$ cat src/rtl/spi_slave_if.sv
// ----------------------------------------------------------------------------
// spi_slave_if
//   Groups the SPI pins and the tx/rx valid-ready handshakes of spi_slave.
//
//   SPI pins      : sclk, cs (active low), mosi  -> slave
//                   miso, miso_oe                -> master
//   Transmit side : tx_data, tx_valid -> slave ; tx_ready -> producer
//   Receive side  : rx_data, rx_valid -> consumer ; rx_ready -> slave
//   Status        : busy, rx_overrun, tx_underrun (one-cycle pulses)
//
//   modport slave  : the spi_slave view
//   modport master : the environment view (SPI master plus tx/rx agents)
// ----------------------------------------------------------------------------
interface spi_slave_if #(
  parameter int DATA_WIDTH = 8
);
  logic                  sclk;
  logic                  cs;
  logic                  mosi;
  logic                  miso;
  logic                  miso_oe;
  logic [DATA_WIDTH-1:0] tx_data;
  logic                  tx_valid;
  logic                  tx_ready;
  logic [DATA_WIDTH-1:0] rx_data;
  logic                  rx_valid;
  logic                  rx_ready;
  logic                  busy;
  logic                  rx_overrun;
  logic                  tx_underrun;

  modport slave (
    input  sclk, cs, mosi, tx_data, tx_valid, rx_ready,
    output miso, miso_oe, tx_ready, rx_data, rx_valid,
           busy, rx_overrun, tx_underrun
  );

  modport master (
    output sclk, cs, mosi, tx_data, tx_valid, rx_ready,
    input  miso, miso_oe, tx_ready, rx_data, rx_valid,
           busy, rx_overrun, tx_underrun
  );
endinterface

$ cat src/rtl/spi_slave.sv
// ----------------------------------------------------------------------------
// spi_slave
//   SPI mode-0 (CPOL=0, CPHA=0) responder. sclk, cs and mosi are
//   oversampled in the clk domain (sclk must be at most clk/8). Words are
//   received MSB first onto a valid/ready interface, and a word preloaded
//   into a one-entry holding register is shifted out on miso. Any number of
//   words may follow each other inside one cs-low frame.
//
//   Ports
//     clk   : system clock
//     reset : asynchronous, active-low reset
//     bus   : spi_slave_if.slave (SPI pins, tx/rx handshakes, status pulses)
// ----------------------------------------------------------------------------
module spi_slave #(
  parameter int DATA_WIDTH  = 8,
  parameter int SYNC_STAGES = 2
) (
  input  logic       clk,
  input  logic       reset,
  spi_slave_if.slave bus
);

  localparam int CNT_W = $clog2(DATA_WIDTH);

  typedef enum logic {
    ST_IDLE,
    ST_ACTIVE
  } state_t;

  state_t r_state;
  state_t w_state_next;

  // Synchronisers and edge-detect history
  logic [SYNC_STAGES-1:0] r_sclk_sync;
  logic [SYNC_STAGES-1:0] r_cs_sync;
  logic [SYNC_STAGES-1:0] r_mosi_sync;
  logic                   r_sclk_d;
  logic                   r_cs_d;

  // Datapath
  logic [DATA_WIDTH-1:0]  r_hold;
  logic                   r_hold_full;
  logic [DATA_WIDTH-1:0]  r_tx_shift;
  logic [DATA_WIDTH-1:0]  r_rx_shift;
  logic [CNT_W-1:0]       r_bit_cnt;
  logic                   r_reload_pend;
  logic                   r_underrun_pend;
  logic [DATA_WIDTH-1:0]  r_rx_data;
  logic                   r_rx_valid;
  logic                   r_rx_overrun;
  logic                   r_tx_underrun;

  logic                   w_sclk;
  logic                   w_cs;
  logic                   w_mosi;
  logic                   w_sclk_rise;
  logic                   w_sclk_fall;
  logic                   w_cs_rise;
  logic                   w_cs_fall;
  logic                   w_busy;
  logic                   w_load_frame;
  logic                   w_in_frame;
  logic                   w_bit_rise;
  logic                   w_bit_fall;
  logic                   w_word_done;
  logic                   w_tx_reload;
  logic                   w_hold_load;
  logic                   w_rx_free;
  logic [DATA_WIDTH-1:0]  w_rx_word;

  // --------------------------------------------------------------------------
  // Input synchronisers
  // --------------------------------------------------------------------------
  // NOTE: cs resets to its inactive level (1) so leaving reset never looks
  // like the start of a frame.
  always_ff @(posedge clk or negedge reset) begin
    if (!reset) begin
      r_sclk_sync <= '0;
      r_cs_sync   <= '1;
      r_mosi_sync <= '0;
      r_sclk_d    <= 1'b0;
      r_cs_d      <= 1'b1;
    end else begin
      // NOTE: non-blocking assignments make every flop sample the old value
      // of its neighbour, which is what turns this into a shift chain.
      r_sclk_sync <= {r_sclk_sync[SYNC_STAGES-2:0], bus.sclk};
      r_cs_sync   <= {r_cs_sync[SYNC_STAGES-2:0],   bus.cs};
      r_mosi_sync <= {r_mosi_sync[SYNC_STAGES-2:0], bus.mosi};
      r_sclk_d    <= w_sclk;
      r_cs_d      <= w_cs;
    end
  end

  assign w_sclk      = r_sclk_sync[SYNC_STAGES-1];
  assign w_cs        = r_cs_sync[SYNC_STAGES-1];
  assign w_mosi      = r_mosi_sync[SYNC_STAGES-1];
  assign w_sclk_rise =  w_sclk & ~r_sclk_d;
  assign w_sclk_fall = ~w_sclk &  r_sclk_d;
  assign w_cs_rise   =  w_cs   & ~r_cs_d;
  assign w_cs_fall   = ~w_cs   &  r_cs_d;

  // --------------------------------------------------------------------------
  // Frame FSM
  // --------------------------------------------------------------------------
  always_ff @(posedge clk or negedge reset) begin
    if (!reset) r_state <= ST_IDLE;
    else        r_state <= w_state_next;
  end

  always_comb begin
    // NOTE: default first so every path assigns the signal and no latch forms.
    w_state_next = r_state;
    unique case (r_state)
      ST_IDLE:   if (w_cs_fall) w_state_next = ST_ACTIVE;
      ST_ACTIVE: if (w_cs_rise) w_state_next = ST_IDLE;
      default:   w_state_next = ST_IDLE;
    endcase
  end

  assign w_busy       = (r_state == ST_ACTIVE);
  assign w_load_frame = (r_state == ST_IDLE) && w_cs_fall;
  // sclk edges only count inside a frame that is not ending this cycle; an
  // sclk rise coinciding with the cs fall lands in IDLE and is ignored.
  assign w_in_frame   = w_busy && !w_cs_rise;
  assign w_bit_rise   = w_in_frame && w_sclk_rise;
  assign w_bit_fall   = w_in_frame && w_sclk_fall;
  assign w_word_done  = w_bit_rise && (r_bit_cnt == CNT_W'(DATA_WIDTH - 1));
  assign w_tx_reload  = w_load_frame || (w_bit_fall && r_reload_pend);
  assign w_hold_load  = bus.tx_valid && !r_hold_full;
  // Completion and consumption in the same cycle frees the slot for the new word.
  assign w_rx_free    = !r_rx_valid || bus.rx_ready;
  assign w_rx_word    = {r_rx_shift[DATA_WIDTH-2:0], w_mosi};

  // --------------------------------------------------------------------------
  // Datapath
  // --------------------------------------------------------------------------
  always_ff @(posedge clk or negedge reset) begin
    if (!reset) begin
      r_hold          <= '0;
      r_hold_full     <= 1'b0;
      r_tx_shift      <= '0;
      r_rx_shift      <= '0;
      r_bit_cnt       <= '0;
      r_reload_pend   <= 1'b0;
      r_underrun_pend <= 1'b0;
      r_rx_data       <= '0;
      r_rx_valid      <= 1'b0;
      r_rx_overrun    <= 1'b0;
      r_tx_underrun   <= 1'b0;
    end else begin
      r_rx_overrun  <= 1'b0;
      r_tx_underrun <= 1'b0;

      // Holding register: a load only happens when empty, so it can never
      // collide with the register being drained into the shifter.
      if (w_hold_load) begin
        r_hold      <= bus.tx_data;
        r_hold_full <= 1'b1;
      end else if (w_tx_reload) begin
        r_hold_full <= 1'b0;
      end

      // Transmit shifter: the MSB is on miso; shifting on the sclk fall puts
      // the next bit out well before the master samples on the next rise.
      if (w_tx_reload) begin
        r_tx_shift <= r_hold_full ? r_hold : '0;
      end else if (w_bit_fall) begin
        r_tx_shift <= {r_tx_shift[DATA_WIDTH-2:0], 1'b0};
      end

      // An empty holding register at frame start is an underrun right away.
      // At a word boundary the zero word is only reported once its first bit
      // is clocked, so the reload after a frame's last word stays silent.
      if (w_load_frame && !r_hold_full) r_tx_underrun <= 1'b1;
      if (w_bit_rise && r_underrun_pend) r_tx_underrun <= 1'b1;

      if (w_bit_fall && r_reload_pend && !r_hold_full) begin
        r_underrun_pend <= 1'b1;
      end else if (w_bit_rise || w_cs_rise) begin
        r_underrun_pend <= 1'b0;
      end

      if (w_word_done) begin
        r_reload_pend <= 1'b1;
      end else if (w_bit_fall || w_cs_rise) begin
        r_reload_pend <= 1'b0;
      end

      // Bit counter: cleared at frame start and end so a partial word is dropped.
      if (w_load_frame || w_cs_rise) begin
        r_bit_cnt <= '0;
      end else if (w_bit_rise) begin
        r_bit_cnt <= w_word_done ? '0 : r_bit_cnt + CNT_W'(1);
      end

      if (w_bit_rise) r_rx_shift <= w_rx_word;

      // Receive handshake
      if (w_word_done && w_rx_free) begin
        r_rx_data  <= w_rx_word;
        r_rx_valid <= 1'b1;
      end else begin
        if (w_word_done)              r_rx_overrun <= 1'b1;
        if (r_rx_valid && bus.rx_ready) r_rx_valid <= 1'b0;
      end
    end
  end

  // --------------------------------------------------------------------------
  // Outputs (all driven from flops)
  // --------------------------------------------------------------------------
  assign bus.miso        = w_busy & r_tx_shift[DATA_WIDTH-1];
  assign bus.miso_oe     = w_busy;
  assign bus.busy        = w_busy;
  assign bus.tx_ready    = ~r_hold_full;
  assign bus.rx_data     = r_rx_data;
  assign bus.rx_valid    = r_rx_valid;
  assign bus.rx_overrun  = r_rx_overrun;
  assign bus.tx_underrun = r_tx_underrun;

endmodule

$ cat src/flat_wrapper.sv
// flat-port wrapper written by rule: the top's interface ports become plain ports
module spi_slave_flat 
#(
  parameter int DATA_WIDTH  = 8,
  parameter int SYNC_STAGES = 2
)
  (clk, reset, bus_sclk, bus_cs, bus_mosi, bus_tx_data, bus_tx_valid, bus_rx_ready, bus_miso, bus_miso_oe, bus_tx_ready, bus_rx_data, bus_rx_valid, bus_busy, bus_rx_overrun, bus_tx_underrun);
  spi_slave_if #(.DATA_WIDTH(DATA_WIDTH)) bus_i ();
  input  logic clk;
  input  logic reset;
  input wire logic [$bits(bus_i.sclk)-1:0] bus_sclk;
  input wire logic [$bits(bus_i.cs)-1:0] bus_cs;
  input wire logic [$bits(bus_i.mosi)-1:0] bus_mosi;
  input wire logic [$bits(bus_i.tx_data)-1:0] bus_tx_data;
  input wire logic [$bits(bus_i.tx_valid)-1:0] bus_tx_valid;
  input wire logic [$bits(bus_i.rx_ready)-1:0] bus_rx_ready;
  output wire logic [$bits(bus_i.miso)-1:0] bus_miso;
  output wire logic [$bits(bus_i.miso_oe)-1:0] bus_miso_oe;
  output wire logic [$bits(bus_i.tx_ready)-1:0] bus_tx_ready;
  output wire logic [$bits(bus_i.rx_data)-1:0] bus_rx_data;
  output wire logic [$bits(bus_i.rx_valid)-1:0] bus_rx_valid;
  output wire logic [$bits(bus_i.busy)-1:0] bus_busy;
  output wire logic [$bits(bus_i.rx_overrun)-1:0] bus_rx_overrun;
  output wire logic [$bits(bus_i.tx_underrun)-1:0] bus_tx_underrun;
  assign bus_i.sclk = bus_sclk;
  assign bus_i.cs = bus_cs;
  assign bus_i.mosi = bus_mosi;
  assign bus_i.tx_data = bus_tx_data;
  assign bus_i.tx_valid = bus_tx_valid;
  assign bus_i.rx_ready = bus_rx_ready;
  assign bus_miso = bus_i.miso;
  assign bus_miso_oe = bus_i.miso_oe;
  assign bus_tx_ready = bus_i.tx_ready;
  assign bus_rx_data = bus_i.rx_data;
  assign bus_rx_valid = bus_i.rx_valid;
  assign bus_busy = bus_i.busy;
  assign bus_rx_overrun = bus_i.rx_overrun;
  assign bus_tx_underrun = bus_i.tx_underrun;
  spi_slave #(.DATA_WIDTH(DATA_WIDTH), .SYNC_STAGES(SYNC_STAGES)) u_core (.clk(clk), .reset(reset), .bus(bus_i));
endmodule
$ cat config.mk
export PLATFORM = sky130hd
export DESIGN_NAME = spi_slave_flat
export DESIGN_NICKNAME = d
export VERILOG_FILES = /design/src/rtl/spi_slave_if.sv /design/src/rtl/spi_slave.sv /design/src/flat_wrapper.sv
export SDC_FILE = /design/constraint.sdc
export NUM_CORES = 1
export LEC_CHECK = 0
export ABC_AREA = 1
export CAP_MARGIN = 15
export CORE_MARGIN = 2
export CORE_UTILIZATION = 48
export CTS_CLUSTER_DIAMETER = 200
export DETAILED_ROUTE_END_ITERATION = 8
export PLACE_DENSITY = 0.83
export SETUP_SLACK_MARGIN = 0.15
export SLEW_MARGIN = 30
export SYNTH_ARGS = -nofsm -noshare
export SYNTH_HDL_FRONTEND = slang
export SYNTH_SLANG_ARGS = --single-unit
$ cat constraint.sdc
create_clock -name clk -period 1.3 [get_ports clk]
set_input_delay 0.13 -clock clk [delete_from_list [all_inputs] [get_ports clk]]
set_output_delay 0.13 -clock clk [all_outputs]
set_load 0.02 [all_outputs]
[Yosys cells after proc, flatten, opt, wreduce, memory -nomap -nowiden]
Cells that the tools add are included.
Storage, ports and cells
  bits in latches: 0
  register bits after elaboration: 49
  word-level logic and storage cells: 77
  memories kept: 0
  output and inout port bits: 15
  bits of input ports: 15
  bits in read-only memories: 0
  RAM bits: 0
Cells by class
  muxes and demuxes: 21
  reductions and logical operators: 26
  $lt $le $gt $ge: 0
  divide/modulo/power cells: 0
  bitwise operators: 11
  equal/unequal tests: 1
  shifts and indexed selects: 0
  add/subtract/negate cells: 1
  multiply operators: 0
Operators by type and width (count)
  $mux W8: 3
  $mux W1: 14
  $logic_and A1 B1 Y1: 12
  $reduce_bool A2 Y1: 6
  $mux W3: 3
  $not A1 Y1: 6
  $and A1 B1 Y1: 5
  $logic_or A1 B1 Y1: 5
  $add A3 B1 Y3 const B: 1
  $eq A3 B3 Y1 const B: 1
  $logic_not A1 Y1: 3
  $pmux W1 S2: 1

[Logic depth before layout (Yosys ltp)]
  word-level depth: 9
  depth in mapped cells: 8
  depth with buffers taken out: 7

[Worst setup path after synthesis]
OpenSTA, ideal clock, no wires.
  path type: register to register
  start: reg u_core.r_cs_d
  end: reg u_core.r_rx_data[5] (netlist: u_core.bus.rx_data[5])
  data arrival time: 1.227 ns
  clock period less this slack: 1.344 ns
  slack: -0.044 ns
  data required time: 1.183 ns
  cell stages (with the launch flop): 9
  library setup time: 0.117 ns
  path through: dfstp_2 > inv_1 > nand2_2 > nand4_2 > nor2_4 > nand2_2 > buf_6 > nand2_2 > o21ai_2
Between the ends
  word-level cells in the longest chain between the ends: 7
RTL lines
  start: declaration: RTL line spi_slave.sv:38  | logic r_cs_d;
  start signal: assignment: RTL line spi_slave.sv:90  | r_cs_d <= w_cs;
  $not A1 Y1: RTL line spi_slave.sv:99  | assign w_cs_rise = w_cs & ~r_cs_d;
  $and A1 B1 Y1: RTL line spi_slave.sv:99
  $logic_not A1 Y1: RTL line spi_slave.sv:124  | assign w_in_frame = w_busy && !w_cs_rise;
  $logic_and A1 B1 Y1: RTL line spi_slave.sv:124
  $logic_and A1 B1 Y1: RTL line spi_slave.sv:125  | assign w_bit_rise = w_in_frame && w_sclk_rise;
  $logic_and A1 B1 Y1: RTL line spi_slave.sv:127  | assign w_word_done = w_bit_rise && (r_bit_cnt == CNT_W'(DATA_WIDTH - 1));
  $logic_and A1 B1 Y1: RTL line spi_slave.sv:199  | if (w_word_done && w_rx_free) begin
  end signal: assignment: RTL line spi_slave.sv:200  | r_rx_data <= w_rx_word;
  end: declaration: RTL line spi_slave.sv:48  | logic [DATA_WIDTH-1:0] r_rx_data;
Every way passes these cells.
A chain may end at the register's enable or synchronous reset.

[Final worst setup path]
  start: reg u_core.r_cs_d
  end: reg u_core.r_bit_cnt[0]
Between the ends
  word-level cells in the longest chain between the ends: 9
  elaborated cells between the ends (all ways): 13
  classes of those cells: mux: 3; bitwise: 3; reduce/logical: 7
RTL lines
  $not A1 Y1: RTL line spi_slave.sv:99
  $and A1 B1 Y1: RTL line spi_slave.sv:99
  $logic_not A1 Y1: RTL line spi_slave.sv:124
  $logic_and A1 B1 Y1: RTL line spi_slave.sv:124
  $logic_and A1 B1 Y1: RTL line spi_slave.sv:125
  $logic_and A1 B1 Y1: RTL line spi_slave.sv:127
  $mux W3: RTL line spi_slave.sv:193  | r_bit_cnt <= w_word_done ? '0 : r_bit_cnt + CNT_W'(1);
  $mux W3: RTL line spi_slave.sv:192  | end else if (w_bit_rise) begin
  $mux W3: RTL line spi_slave.sv:190  | if (w_load_frame || w_cs_rise) begin
  end signal: assignment: RTL line spi_slave.sv:193
  end: declaration: RTL line spi_slave.sv:45  | logic [CNT_W-1:0] r_bit_cnt;
Parallel ways exist; a longest one is shown, timed or not. The select of a mux whose other input is x is not followed.

==> results.yml <==
status:
  status: "complete, but fails checks"
  violations: "negative setup slack"
floorplanning:
  start_util_pct: 50.2
  coreArea_sq_um: 4030
  dieArea_sq_um: 4750
  num_rows: 23
  die_x_um: 68.9
  io_pins: 30
  die_y_um: 68.9
placement:
  post-place-cells: 288
  placed_cell_area_sq_um: 2470
  place_congestion: 0.825
  numPortBuffers: 29
  place_hpwl_mm: 2.60
  dpl_worst_slack_ns: -0.0957
critical_path:
  critPathLaunchType: "flop"
  required_ns: 1.53
  crit_arrival_ns: 1.69
  end_kind: "flop"
  crit_chain: "inv_2, nand2_4, nand4_4, buf_4, buf_8, xor2_1, nor2_1"
  slowest_delay_ns: 0.54
  slowest_stage: "dfstp_2"
  crit_fanout: 19
  worstSetupPathType: "flop to flop"
layout:
  post_route_cells_drive_above_1_share_pct: 44.7
  diodes: 0
  multiInputGateArea_sq_um: 898
  final_cell_area_sq_um: 2840
  fillers: 283
  synthToLayoutAreaGrowth_pct: 40.4
  seq_area_sq_um: 1230
  nets: 273
  stdcell_count: 307
route:
  postRouteAntennaNets: 0
  routedWlPerCell_um: 14.8
  via_per_inst: 5.03
  drc: 0
  via_count: 1544
  drt_first_pass_iters: 5
  drt_iter0_markers: 88
  drt-total-wl_mm: 4.55
timing:
  setup_slack_ns: -0.160
  finalHoldViolCount: 0
  fin_skew_ns: 0.0245
  worst_pin_slew_ns: 0.412
  rsz0062_at_grt: "yes"
  holdWs_ns: 0.237
  tns_ns: -2.09
  max_freq_mhz: 685
  setup_violations: 31
  slew_viol_final: 0
  fin_crit_ns: 1.46
  fin_crit_sh_pct: 112
  slew_headroom_pct: 72.6
pwr:
  vdd_drop_max_uv: 1150
  power_density_nw_per_um2: 1490
  p_leak_nw: 1.42
synth:
  ys_seq_elements: 49
  yosys_warnings: 0
  synth_area_sq_um: 2020
  synth_seq_area_share_pct: 60.8
  synthCells: 200
  ys_types: 21
  syn_avg_cell_area_sq_um: 10.1
  synth_nets: 217
global_routing:
  grtUsageTotal_pct: 22.7
  grt-ovfl-total: 0
  grt_start_max_net_pins: 20
  antenna_found_initial: 0
  grt_pass1_vias: 1614
  grt_pass1_wl_mm: 7.73
run:
  maxCapViolCount: 0
clock_tree:
  cts_tree: "done"
  clock_sinks: 49
  cts_root_buf: "clkbuf_8"
  clk_latency_ns: 0.32
  cts-buffers-inserted: 5
  htreeDepth: 2
  clk_pin_slew_ns: 0.10
  cts_buffer_depth: 2
min_path:
  worst_hold_path_type: "input port to flop"
## critical path, delay by kind of cell (launching register included)
family	cells	cell delay, ns
xor gates and xnor gates	1	0.15
buffers and inverters	3	0.36
DFF	1	0.54
and+or+nand+nor	3	0.31
## cells in the final DEF, fill, tap and decap left out, drive strengths merged, types with 5 or more instances in the layout
| cell | Yosys | final |
|---|---|---|
| buf | 5 | 28 |
| inv | 25 | 25 |
| clkbuf | 1 | 15 |
| nand2 | 61 | 63 |
| dfrtp | 46 | 46 |
| o21ai | 18 | 18 |
| mux2 | 8 | 8 |
| nor2 | 5 | 5 |
| nand3 | 22 | 22 |
| clkdlybuf4s50 | 0 | 13 |
## registers in the layout, summed over array words and instances (netlist names)
| name | flops |
|---|---|
| u_core.r_hold_full | 1 |
| u_core.r_tx_shift | 8 |
| u_core.bus.rx_data | 8 |
| u_core.r_hold | 8 |
| u_core.r_cs_d | 1 |
| u_core.r_mosi_sync | 2 |
| u_core.r_rx_shift | 7 |
| u_core.bus.busy | 1 |
| u_core.r_underrun_pend | 1 |
| u_core.bus.rx_valid | 1 |
| u_core.bus.rx_overrun | 1 |
| u_core.r_cs_sync | 2 |
| u_core.bus.tx_underrun | 1 |
| u_core.r_sclk_d | 1 |
| u_core.r_bit_cnt | 3 |
| u_core.r_reload_pend | 1 |
| u_core.r_sclk_sync | 2 |
## final cells by class
cell class | count | share of cell area (%)
inverter | 25 | 3.57
clock inverter | 1 | 0.176
sequential | 49 | 43.3
timing repair buffer | 53 | 16.5
clock buffer | 7 | 2.68
multi-input combinational | 122 | 31.6
tap | 50 | 2.20
## what timing repair did
item	CTS	global route
gates cloned	2	0
endpoints found under the setup margin	47	44
pin swaps	18	6
hold buffers	1	0
gates resized for setup	75	37
endpoints found under the hold margin	13	0
setup buffers	4	4
## cell usage after synthesis
library cell	number	area share, %
buf_4	2	0.74
nand3_1	22	5.4
nand4_2	2	1.2
nand2_2	7	2.2
dfstp_2	3	3.9
o21ai_1	7	1.7
o21ai_2	7	3.0
buf_6	2	1.1
clkbuf_1	1	0.19
inv_2	1	0.19
nor2_4	1	0.56
xor2_1	1	0.43
nor2_1	4	0.74
o21ai_0	4	0.99
mux2_2	8	4.5
ha_1	2	1.2
inv_1	24	4.5
nand4_1	1	0.31
nand2_1	54	10
dfrtp_1	46	57
buf_2	1	0.25
## report_power, final
group	switching (mW)	internal, mW
combinational	0.689	0.552
sequential	0.208	1.89
clock	0.503	0.379
## path summary, 6_finish.rpt
kind,end,start,cells past startpoint,slack (ns)
setup / recovery,u_core.r_bit_cnt[0],u_core.r_cs_d,7,-0.16
min in group asynchronous,u_core.bus.rx_data[2],reset,2,0.26
max in group asynchronous,u_core.r_hold[4],reset,3,0.48
hold / removal,u_core.r_cs_sync[0],bus_cs,1,0.24
hold reg to reg,u_core.r_sclk_sync[1],u_core.r_sclk_sync[0],0,0.37
setup reg to reg,u_core.r_bit_cnt[0],u_core.r_cs_d,7,-0.16
## cells by family after synthesis
| kind of cell | synth area share (%) |
|---|---|
| flip-flops | 60.8 |
| multiplexers | 4.45 |
| buffers and inverters | 6.92 |
| XOR/XNOR | 0.433 |
| AO/OA/AOI/OAI | 5.75 |
| AND/OR/NAND/NOR | 20.5 |
| adder cells (fa/ha/maj) | 1.24 |
## per-stage QoR
step / power [mW] / utilization, %
2_1_floorplan: 2.78 / -
3_3_place_gp: 3.10 / 61.3
3_5_place_dp: 3.15 / 61.3
4_1_cts: 4.10 / 68.8
5_1_grt: 4.47 / 70.6
6_report: 4.22 / 70.6
## per-layer routing
metal	vias up	wire length, um	GRT usage [%]	share of wire, %
met5	-	0	0	0
met4	0	96	7.60	2.1
met3	10	186	5.52	4.1
met2	37	2320	37.3	51
met1	753	1940	29.5	43
li1	744	-	-	-
No activity file was read; power rests on OpenSTA's default activity.
